==> src/rtl/sumador_restador_serie.sv <==
// Bit-serial adder/subtractor: one full-adder slice with a registered carry,
// operands consumed LSB first, result and flags published once per operation.
module sumador_restador_serie #(
   parameter int WIDTH = 8
) (
   input  logic             in_clk,
   input  logic             in_rst_n,
   input  logic             in_start,
   input  logic             in_mode,
   input  logic [WIDTH-1:0] in_a,
   input  logic [WIDTH-1:0] in_b,
   input  logic             in_pi,
   output logic             out_busy,
   output logic             out_done,
   output logic [WIDTH-1:0] out_s,
   output logic             out_po,
   output logic             out_ov
);

   localparam int CW = (WIDTH > 1) ? $clog2(WIDTH) : 1;
   localparam logic [CW-1:0] CNT_LAST = CW'(WIDTH - 1);

   typedef enum logic [1:0] {
      ST_IDLE = 2'd0,
      ST_RUN  = 2'd1,
      ST_DONE = 2'd2
   } state_t;

   function automatic logic maj3(input logic x, input logic y, input logic z);
      return (x & y) | (x & z) | (y & z);
   endfunction

   state_t           state_q, state_d;
   logic [CW-1:0]    cnt_q, cnt_d;
   logic             carry_q, carry_d;
   logic             mode_q, mode_d;
   logic [WIDTH-1:0] a_q, a_d;
   logic [WIDTH-1:0] b_q, b_d;
   logic [WIDTH-1:0] r_q, r_d;
   logic [WIDTH-1:0] s_q, s_d;
   logic             po_q, po_d;
   logic             ov_q, ov_d;
   logic             busy_q, busy_d;
   logic             done_q, done_d;

   logic a_bit_s, b_bit_s, sum_bit_s, carry_nxt_s;

   // Full-adder slice; B is inverted in subtract mode so the slice computes A + ~B + ~bi.
   always_comb begin
      a_bit_s     = a_q[0];
      b_bit_s     = b_q[0] ^ mode_q;
      sum_bit_s   = a_bit_s ^ b_bit_s ^ carry_q;
      carry_nxt_s = maj3(a_bit_s, b_bit_s, carry_q);
   end

   // Next-state logic for the sequencer, datapath shift registers and result flags.
   always_comb begin
      state_d = state_q;
      cnt_d   = cnt_q;
      carry_d = carry_q;
      mode_d  = mode_q;
      a_d     = a_q;
      b_d     = b_q;
      r_d     = r_q;
      s_d     = s_q;
      po_d    = po_q;
      ov_d    = ov_q;
      case (state_q)
         ST_IDLE, ST_DONE: begin
            if (in_start) begin
               a_d     = in_a;
               b_d     = in_b;
               mode_d  = in_mode;
               carry_d = in_pi ^ in_mode;
               cnt_d   = '0;
               r_d     = '0;
               state_d = ST_RUN;
            end else begin
               state_d = ST_IDLE;
            end
         end
         ST_RUN: begin
            carry_d = carry_nxt_s;
            r_d     = {sum_bit_s, r_q[WIDTH-1:1]};
            a_d     = {1'b0, a_q[WIDTH-1:1]};
            b_d     = {1'b0, b_q[WIDTH-1:1]};
            if (cnt_q == CNT_LAST) begin
               // carry_q here is the carry into the MSB, carry_nxt_s the carry out of it
               cnt_d   = '0;
               s_d     = {sum_bit_s, r_q[WIDTH-1:1]};
               po_d    = carry_nxt_s ^ mode_q;
               ov_d    = carry_q ^ carry_nxt_s;
               state_d = ST_DONE;
            end else begin
               cnt_d = cnt_q + 1'b1;
            end
         end
         default: begin
            state_d = ST_IDLE;
         end
      endcase
      busy_d = (state_d == ST_RUN);
      done_d = (state_d == ST_DONE);
   end

   // State and output registers with asynchronous clear.
   always_ff @(posedge in_clk or negedge in_rst_n) begin
      if (!in_rst_n) begin
         state_q <= ST_IDLE;
         cnt_q   <= '0;
         carry_q <= 1'b0;
         mode_q  <= 1'b0;
         a_q     <= '0;
         b_q     <= '0;
         r_q     <= '0;
         s_q     <= '0;
         po_q    <= 1'b0;
         ov_q    <= 1'b0;
         busy_q  <= 1'b0;
         done_q  <= 1'b0;
      end else begin
         state_q <= state_d;
         cnt_q   <= cnt_d;
         carry_q <= carry_d;
         mode_q  <= mode_d;
         a_q     <= a_d;
         b_q     <= b_d;
         r_q     <= r_d;
         s_q     <= s_d;
         po_q    <= po_d;
         ov_q    <= ov_d;
         busy_q  <= busy_d;
         done_q  <= done_d;
      end
   end

   assign out_busy = busy_q;
   assign out_done = done_q;
   assign out_s    = s_q;
   assign out_po   = po_q;
   assign out_ov   = ov_q;

endmodule

==> config.mk <==
export PLATFORM = sky130hd
export DESIGN_NAME = sumador_restador_serie
export DESIGN_NICKNAME = d
export VERILOG_FILES = /design/src/rtl/sumador_restador_serie.sv
export SDC_FILE = /design/constraint.sdc
export NUM_CORES = 1
export LEC_CHECK = 0
export BUFFER_PORTS_ARGS = -buffer_cell sky130_fd_sc_hd__clkbuf_2
export CAP_MARGIN = 20
export CORE_UTILIZATION = 40
export CTS_BUF_LIST = sky130_fd_sc_hd__clkbuf_8 sky130_fd_sc_hd__clkbuf_16
export CTS_CLUSTER_DIAMETER = 120
export CTS_CLUSTER_SIZE = 24
export DETAILED_ROUTE_END_ITERATION = 6
export MAX_ROUTING_LAYER = met4
export SLEW_MARGIN = 20
export SYNTH_ARGS = -nofsm -noshare
export SYNTH_HDL_FRONTEND = slang
export SYNTH_SLANG_ARGS = --single-unit
export TNS_END_PERCENT = 5
==> constraint.sdc <==
create_clock -name in_clk -period 2.15 [get_ports in_clk]
set_input_delay 0.3225 -clock in_clk [delete_from_list [all_inputs] [get_ports in_clk]]
set_output_delay 0.3225 -clock in_clk [all_outputs]
set_load 0.03 [all_outputs]
* Yosys cells after proc, flatten, opt, wreduce, memory -nomap -nowiden
Index checks and enable logic that the tools add are counted.
Storage, ports and cells: register bits 43, output and inout bits 12, logic and storage cells 50, input port bits 21
Cells by class: add/subtract/negate cells 1, bitwise operators 11, reduce and logical (&&, ||, !) cells 6, eq/ne operators 6, muxes and demuxes 14
Operator list (number):
- case mux 8 bit (2 select lines) | 3
- 2-to-1 mux 8 bit | 3
- 2-to-1 mux 3 bit | 2
- case mux 3 bit (2 select lines) | 1
- AND reduction 2 bit | 3
- XOR 1 bit | 6
- == test 2 x 1 -> 1 bit, second input constant | 2
- == test 2 bit, second input constant | 2
- case mux 2 bit (2 select lines) | 1
- adder 3 x 1 -> 3 bit, second input constant | 1
- bitwise AND 1 bit | 3
- == test 3 bit, second input constant | 1
- zero test 2 bit | 1
- 2-to-1 mux 1 bit | 2
- 2-to-1 mux 2 bit | 1
- != test 2 bit, second input constant | 1
- OR 1 bit | 2
- case mux 1 bit (2 select lines) | 1
- nonzero test 2 bit | 1
- OR reduction 2 bit | 1

* Logic depth before layout (Yosys ltp)
Gate-level depths: netlist of the first run.
depth after elaboration 5, gate-level depth with buffers 6, mapped depth without buffers 5

* Worst setup path after synthesis of the first run
OpenSTA, ideal clock, no wires.
kind register -> register, start reg cnt_q[0], end reg s_q[5], in the netlist out_s[5], slack 0.627 ns, setup time 0.125 ns, cell stages (with the launch flop) 6, data required time 2.025 ns, clock period less this slack 1.523 ns, arrival 1.398 ns, path buffers 1, cells stage by stage dfrtp_1 > ha_1 > ha_1 > nand3b_2 > buf_6 > mux2_2
On the way: cells in the longest elaborated chain, start to end 2
RTL lines:
- start: declaration | line 34 | logic [CW-1:0] cnt_q, cnt_d;
- start signal: assignment | line 123 | cnt_q <= cnt_d;
- == test 3 bit | line 87 | if (cnt_q == CNT_LAST) begin
- AND reduction 2 bit (no source line)
- end signal: assignment | line 116 | s_q <= '0;
- end signal: assignment | line 129 | s_q <= s_d;
- end: declaration | line 40 | logic [WIDTH-1:0] s_q, s_d;
Every way passes these cells. A chain may end at the register's enable or synchronous reset.

* Worst setup path in the final report of the first run
Same ends and word-level chain as after synthesis.

==> flow_summary.yaml, run 1 <==
final_layout:
  fillCellCount: 368
  postLayoutCellArea_mm2: 0.00200
  area_delta_synth_final_pct: 14.2
  multi_input_comb_area_um2: 613
  final_nets: 183
  drive_gt1_share_pct: 32.7
  final-seq-area_mm2: 0.00105
  n_antenna_cell: 0
sta:
  hold_violations: 0
  finClkSkew_ps: 3.08
  worst_pin_slew_ps: 623
  rsz0062_at_grt: "false"
  slew_violations: 0
  setup_tns_ps: 0
  period_share_pct: 76.2
  max_freq_mhz: 610
  post-route-min-period_ps: 1640
  setup_viol: 0
  slew_headroom_pct: 58.5
power_and_ir_drop:
  ir_drop_mv: 0.532
  p_sw_mw: 1.17
  p_clk_share_pct: 14.3
  powerDensity_mw_per_mm2: 1580
  p_seq_share_pct: 43.1
  sw_frac_of_total_pct: 37.1
  p_int_mw: 1.99
  pwr-share-comb_pct: 42.6
  p_leak_nw: 1.08
setup_path:
  path_common_cell: "ha_1"
  critPathSlowestCell: "dfrtp_1"
  worstPathMaxFanout: 15
  end_kind: "flip-flop"
  worstPathArrival_ps: 1810
  cp.buffers_inverters: 0
  startpoint_type: "flip-flop"
  critPathKind: "flip-flop to flip-flop"
  path_cells: "ha_1, ha_1, nand3b_2, mux2_2"
  crit_family: "adder cells"
  cpPeakStageDelay_ps: 400
  cp.required_ps: 2320
drt:
  drtPass1Iterations: 4
  drc: 0
  wire_per_inst_um: 14.4
  vias: 1088
  drt_iter0_markers: 53
  wirelength_mm: 3.00
  drtAntennaViolNets: 0
  vias_per_cell: 5.21
synth:
  synth_compound_gate_area_share_pct: 20.9
  synth_seq_area_share_pct: 60.0
  synthFlopType: "dfrtp_1"
  synth.avg_cell_area_um2: 14.0
  synth-seq-cells: 42
  yosys.area.top_type: "dfrtp_1"
  yosys-top-cells-area: "dfrtp_1, a22o_1, a21o_1"
  synth.mux.area_fraction_pct: 5.14
  synth-xor-area-share_pct: 2.00
  synthAdderAreaFrac_pct: 2.57
  yosys.area_share.simple_pct: 4.43
  synth_top_cell_area_share_pct: 60.0
  synth_nets: 149
  synth.top_cells.by_count: "dfrtp_1, a22o_1, a21o_1"
  syn_inst: 125
  synth.yosys.warnings: 0
  async_flop_share_pct: 100
  ys_types: 24
  yosysMostFrequentCell: "dfrtp_1"
  synth_top_family_by_area: "compound AO/OA/AOI/OAI gates"
  synth_edf_count: 0
  netlist_area_mm2: 0.00175
floorplan:
  rows: 23
  dieArea_mm2: 0.00465
  die_w_um: 68.2
  coreArea_mm2: 0.00412
  io_pins: 33
  die_y_um: 68.2
  initial_utilization_pct: 42.6
place:
  gp_congestion: 0.740
  dp_hpwl_mm: 2.12
  port_buffers: 32
  dpl-instance-area_mm2: 0.00192
job:
  maxCapViolCount: 0
clock_network:
  clock-sinks: 42
  cts_buffer_depth: 2
  cts.hold.buffers_added: 0
  cts_setup_buffers: 0
  cts_resized: 0
  htreeDepth: 2
  insertion_delay_ps: 290
  cts-buffers-inserted: 5
  clk_pin_slew_ps: 70
  cts_tree: "built"
  cts-root-buf: "clkbuf_8"
global_routing:
  grt.overflow.total: 0
  grt_max_degree: 27
  grt_pass1_vias: 1134
  antenna_found_initial: 0
  grt_pass1_wl_mm: 5.14
  grt_util_all_layers_pct: 16.4
outcome:
  status: "completed"
hold_path:
  min_path_type: "input pin to asynchronous set/reset pin"
## metal layers
| layer | track usage [%] | share of wire, % | vias up |
|---|---|---|---|
| met3 | 6.50 | 5.9 | 4 |
| met5 | - | 0 | - |
| met1 | 18.1 | 44 | 526 |
| li1 | - | - | 524 |
| met4 | 7.03 | 1.2 | 0 |
| met2 | 26.2 | 49 | 34 |
## power groups by stage
stage	logic, mW	registers [mW]	clock network, mW
after floorplan	0.963	1.53	0
after global placement	1.33	1.36	0
after detailed placement	1.37	1.38	0
after CTS	1.37	1.37	0.472
after global routing	1.49	1.41	0.522
final	1.35	1.36	0.454
## area by class of cell
class	instances	area share, %
sequential	42	52.5
clock buffer	5	3.44
tap	50	3.13
timing repair buffer	35	9.13
clock inverter	2	0.375
inverter	4	0.750
multi-input combinational	71	30.6
## layout by cell type, fill, tap and decap left out, types with 3 or more instances in the layout
master	count
dfrtp_1	42
mux2_2	8
buf_4	3
clkbuf_2	32
clkbuf_8	5
o21ai_0	3
inv_1	6
xor2_1	3
a22o_1	23
a21o_1	14
nand2_1	3
## sequential cells by signal, summed over array words and instances (netlist names)
| signal | flops |
|---|---|
| out_s | 8 |
| state_q | 2 |
| out_ov | 1 |
| cnt_q | 3 |
| carry_q | 1 |
| out_done | 1 |
| out_po | 1 |
| b_q | 8 |
| r_q | 7 |
| a_q | 8 |
| out_busy | 1 |
| mode_q | 1 |
## worst paths after layout
kind                       depth (start not counted)  endpoint      from  slack [ps]
max in group asynchronous                          2  out_s[5]  in_rst_n        1530
max                                                4  out_s[5]  cnt_q[0]         510
min reg2reg                                        1    b_q[2]    b_q[2]         480
max reg2reg                                        4  out_s[5]  cnt_q[0]         510
min                                                1  out_done  in_rst_n          40
min in group in_clk                                2    a_q[7]   in_a[7]         250
## logic make-up after synthesis
group / after synthesis
XOR/XNOR: 4
AO/OA/AOI/OAI: 45
multiplexers: 8
adder cells (fa/ha/maj): 3
buffers and inverters: 12
AND/OR/NAND/NOR: 11
flip-flops: 42
## stage by stage
step	worst slack (ps)	cells	power [mW]	util [%]	hold WS, ps
2_1_floorplan	627	125	2.49	-	26.9
3_3_place_gp	578	202	2.69	46.8	366
3_5_place_dp	516	202	2.75	46.8	376
4_1_cts	506	209	3.21	48.6	59.8
5_1_grt	429	209	3.43	48.6	73.8
6_report	511	209	3.16	48.6	36.2
## worst register-to-register path: stages, from the launching register on
cell and delay [ps]:
dfrtp_1 400, ha_1 220, ha_1 230, nand3b_2 290, mux2_2 380
(Power assumes the default switching activity.)
==> run 2, diff against run 1 <==
- clock period: 2.15 -> 1.5 ns (I/O delays scaled with it)
==> run 2 against run 1 <==
Routed wire length grew 2.9%. Final cell count grew 1.9%. Largest cell class unchanged. Highest routed layer unchanged. Critical path type unchanged. The flow now finishes with violations (negative hold slack). First-iteration DRC count shrank 11%. Die area is the same. Global-route usage shrank 0.51 points. Design area grew 3.4%. Critical endpoint is now out_s[4]. Combinational power grew 49%. Non-clock buffer count grew 2. Hold slack lost 45 ps.
==> flow_summary.yaml, run 2 (synthesized netlist as in run 1, its figures left out) <==
clock_network:
  cts.hold.buffers_added: 0
  cts-root-buf: "clkbuf_8"
  cts_buffer_depth: 2
  insertion_delay_ps: 290
  clock-sinks: 42
  cts_tree: "built"
  clk_pin_slew_ps: 80
  cts_setup_buffers: 0
  htreeDepth: 2
  cts_resized: 0
  cts-buffers-inserted: 5
setup_path:
  startpoint_type: "flip-flop"
  path_cells: "ha_1, ha_2, nand3b_4, mux2_2"
  end_kind: "flip-flop"
  cpPeakStageDelay_ps: 400
  cp.required_ps: 1680
  critPathKind: "flip-flop to flip-flop"
  worstPathArrival_ps: 1590
  worstPathMaxFanout: 8
  critPathSlowestCell: "dfrtp_1"
final_layout:
  final_nets: 186
  fillCellCount: 375
  n_antenna_cell: 0
  area_delta_synth_final_pct: 18.1
  mostFrequentLayoutCell: "dfrtp_1"
  final_cell_mix: "dfrtp_1, clkbuf_2, a22o_1"
  final_util_pct: 50.3
  drive_gt1_share_pct: 35.0
  final_cell_count_no_fill: 213
sta:
  setup_viol: 0
  finClkSkew_ps: 7.85
  worst_pin_slew_ps: 524
  slew_violations: 0
  slew_headroom_pct: 65.1
  rsz0062_at_grt: "false"
  post-route-min-period_ps: 1410
  period_share_pct: 94.3
  setup_tns_ps: 0
  hold_violations: 20
  worst_hold_slack_ps: -8.77
  max_freq_mhz: 707
drt:
  vias: 1090
  wirelength_mm: 3.09
  drtPass1Iterations: 4
  vias_per_cell: 5.12
  drtAntennaViolNets: 0
  wire_per_inst_um: 14.5
  drt_iter0_markers: 47
  drc: 0
power_and_ir_drop:
  powerDensity_mw_per_mm2: 2320
  p_seq_share_pct: 40.6
  sw_frac_of_total_pct: 36.1
  p_leak_nw: 1.12
  pwr-share-comb_pct: 41.8
  p_int_mw: 3.07
  p_clk_share_pct: 17.6
  ir_drop_mv: 0.853
  p_sw_mw: 1.74
floorplan:
  rows: 23
  io_pins: 33
  die_y_um: 68.2
  initial_utilization_pct: 42.6
  coreArea_mm2: 0.00412
  dieArea_mm2: 0.00465
  die_w_um: 68.2
global_routing:
  antenna_found_initial: 0
  grt_util_all_layers_pct: 15.9
  grt_max_degree: 43
  grt_pass1_vias: 1180
  grt.overflow.total: 0
  grt_pass1_wl_mm: 5.11
hold_path:
  min_path_type: "input pin to asynchronous set/reset pin"
place:
  dp_hpwl_mm: 2.06
  placed_cells: 204
  gp_congestion: 0.724
  port_buffers: 32
job:
  maxCapViolCount: 0
outcome:
  violations: "negative hold slack"
  status: "complete, but fails checks"
## run 2: cell count changes in the layout (fill, tap and decap cells not counted), sizes merged
cell,previous run,this run
buf,3,5
bufinv,0,1
nor2,2,3
## run 2: final cells by class
cell class | count | area, µm² | area share [%]
sequential | 42 | 1050 | 50.8
multi-input combinational | 72 | 636 | 30.7
timing repair buffer | 37 | 198 | 9.56
clock buffer | 5 | 68.8 | 3.33
tap | 50 | 62.6 | 3.02
clock inverter | 3 | 37.5 | 1.81
inverter | 4 | 15.0 | 0.726
## run 2: metrics by stage
step | total power, mW | hold slack (ps) | area, µm² | worst slack, ps
finish | 4.81 | -8.77 | 2070 | 86.2
detailed placement | 3.98 | 324 | 1950 | 21.2
global route | 5.18 | 48.0 | 2070 | 5.63
global placement | 3.91 | 317 | 1950 | 72.1
floorplan | 3.58 | -70.6 | 1760 | 8.90
CTS | 4.84 | 9.68 | 2050 | 12.7
## run 2: final timing paths
path | start | to | slack (ps) | cells after the start
max | cnt_q[0] | out_s[4] | 90 | 4
min | in_rst_n | out_s[5] | -9 | 2
max reg2reg | cnt_q[0] | out_s[4] | 90 | 4
min reg2reg | b_q[1] | b_q[1] | 480 | 1
max in group asynchronous | in_rst_n | b_q[4] | 1140 | 2
min in group in_clk | in_a[7] | a_q[7] | 150 | 2
## run 2: metal layers
metal	up-vias	part of all wire (%)	wire [µm]	track usage (%)
met3	7	3.8	116	4.00
li1	530	-	-	-
met2	30	49	1500	26.8
met1	523	46	1410	17.3
met5	-	0	0	-
met4	0	1.9	58	7.81
## run 2: power by group through the flow
stage	clock [mW]	combinational [mW]	sequential (mW)
after floorplan	0	1.39	2.19
after global placement	0	1.95	1.96
after detailed placement	0	2.00	1.98
after CTS	0.875	2.01	1.96
after global routing	0.923	2.24	2.02
final	0.846	2.01	1.95
## run 2: worst max-delay path: cells and delay by family (launching register included)
family / cells / cell delay [ps]
adders and majority gates: 2 / 420
DFF: 1 / 400
muxes: 1 / 350
and+or+nand+nor: 1 / 140
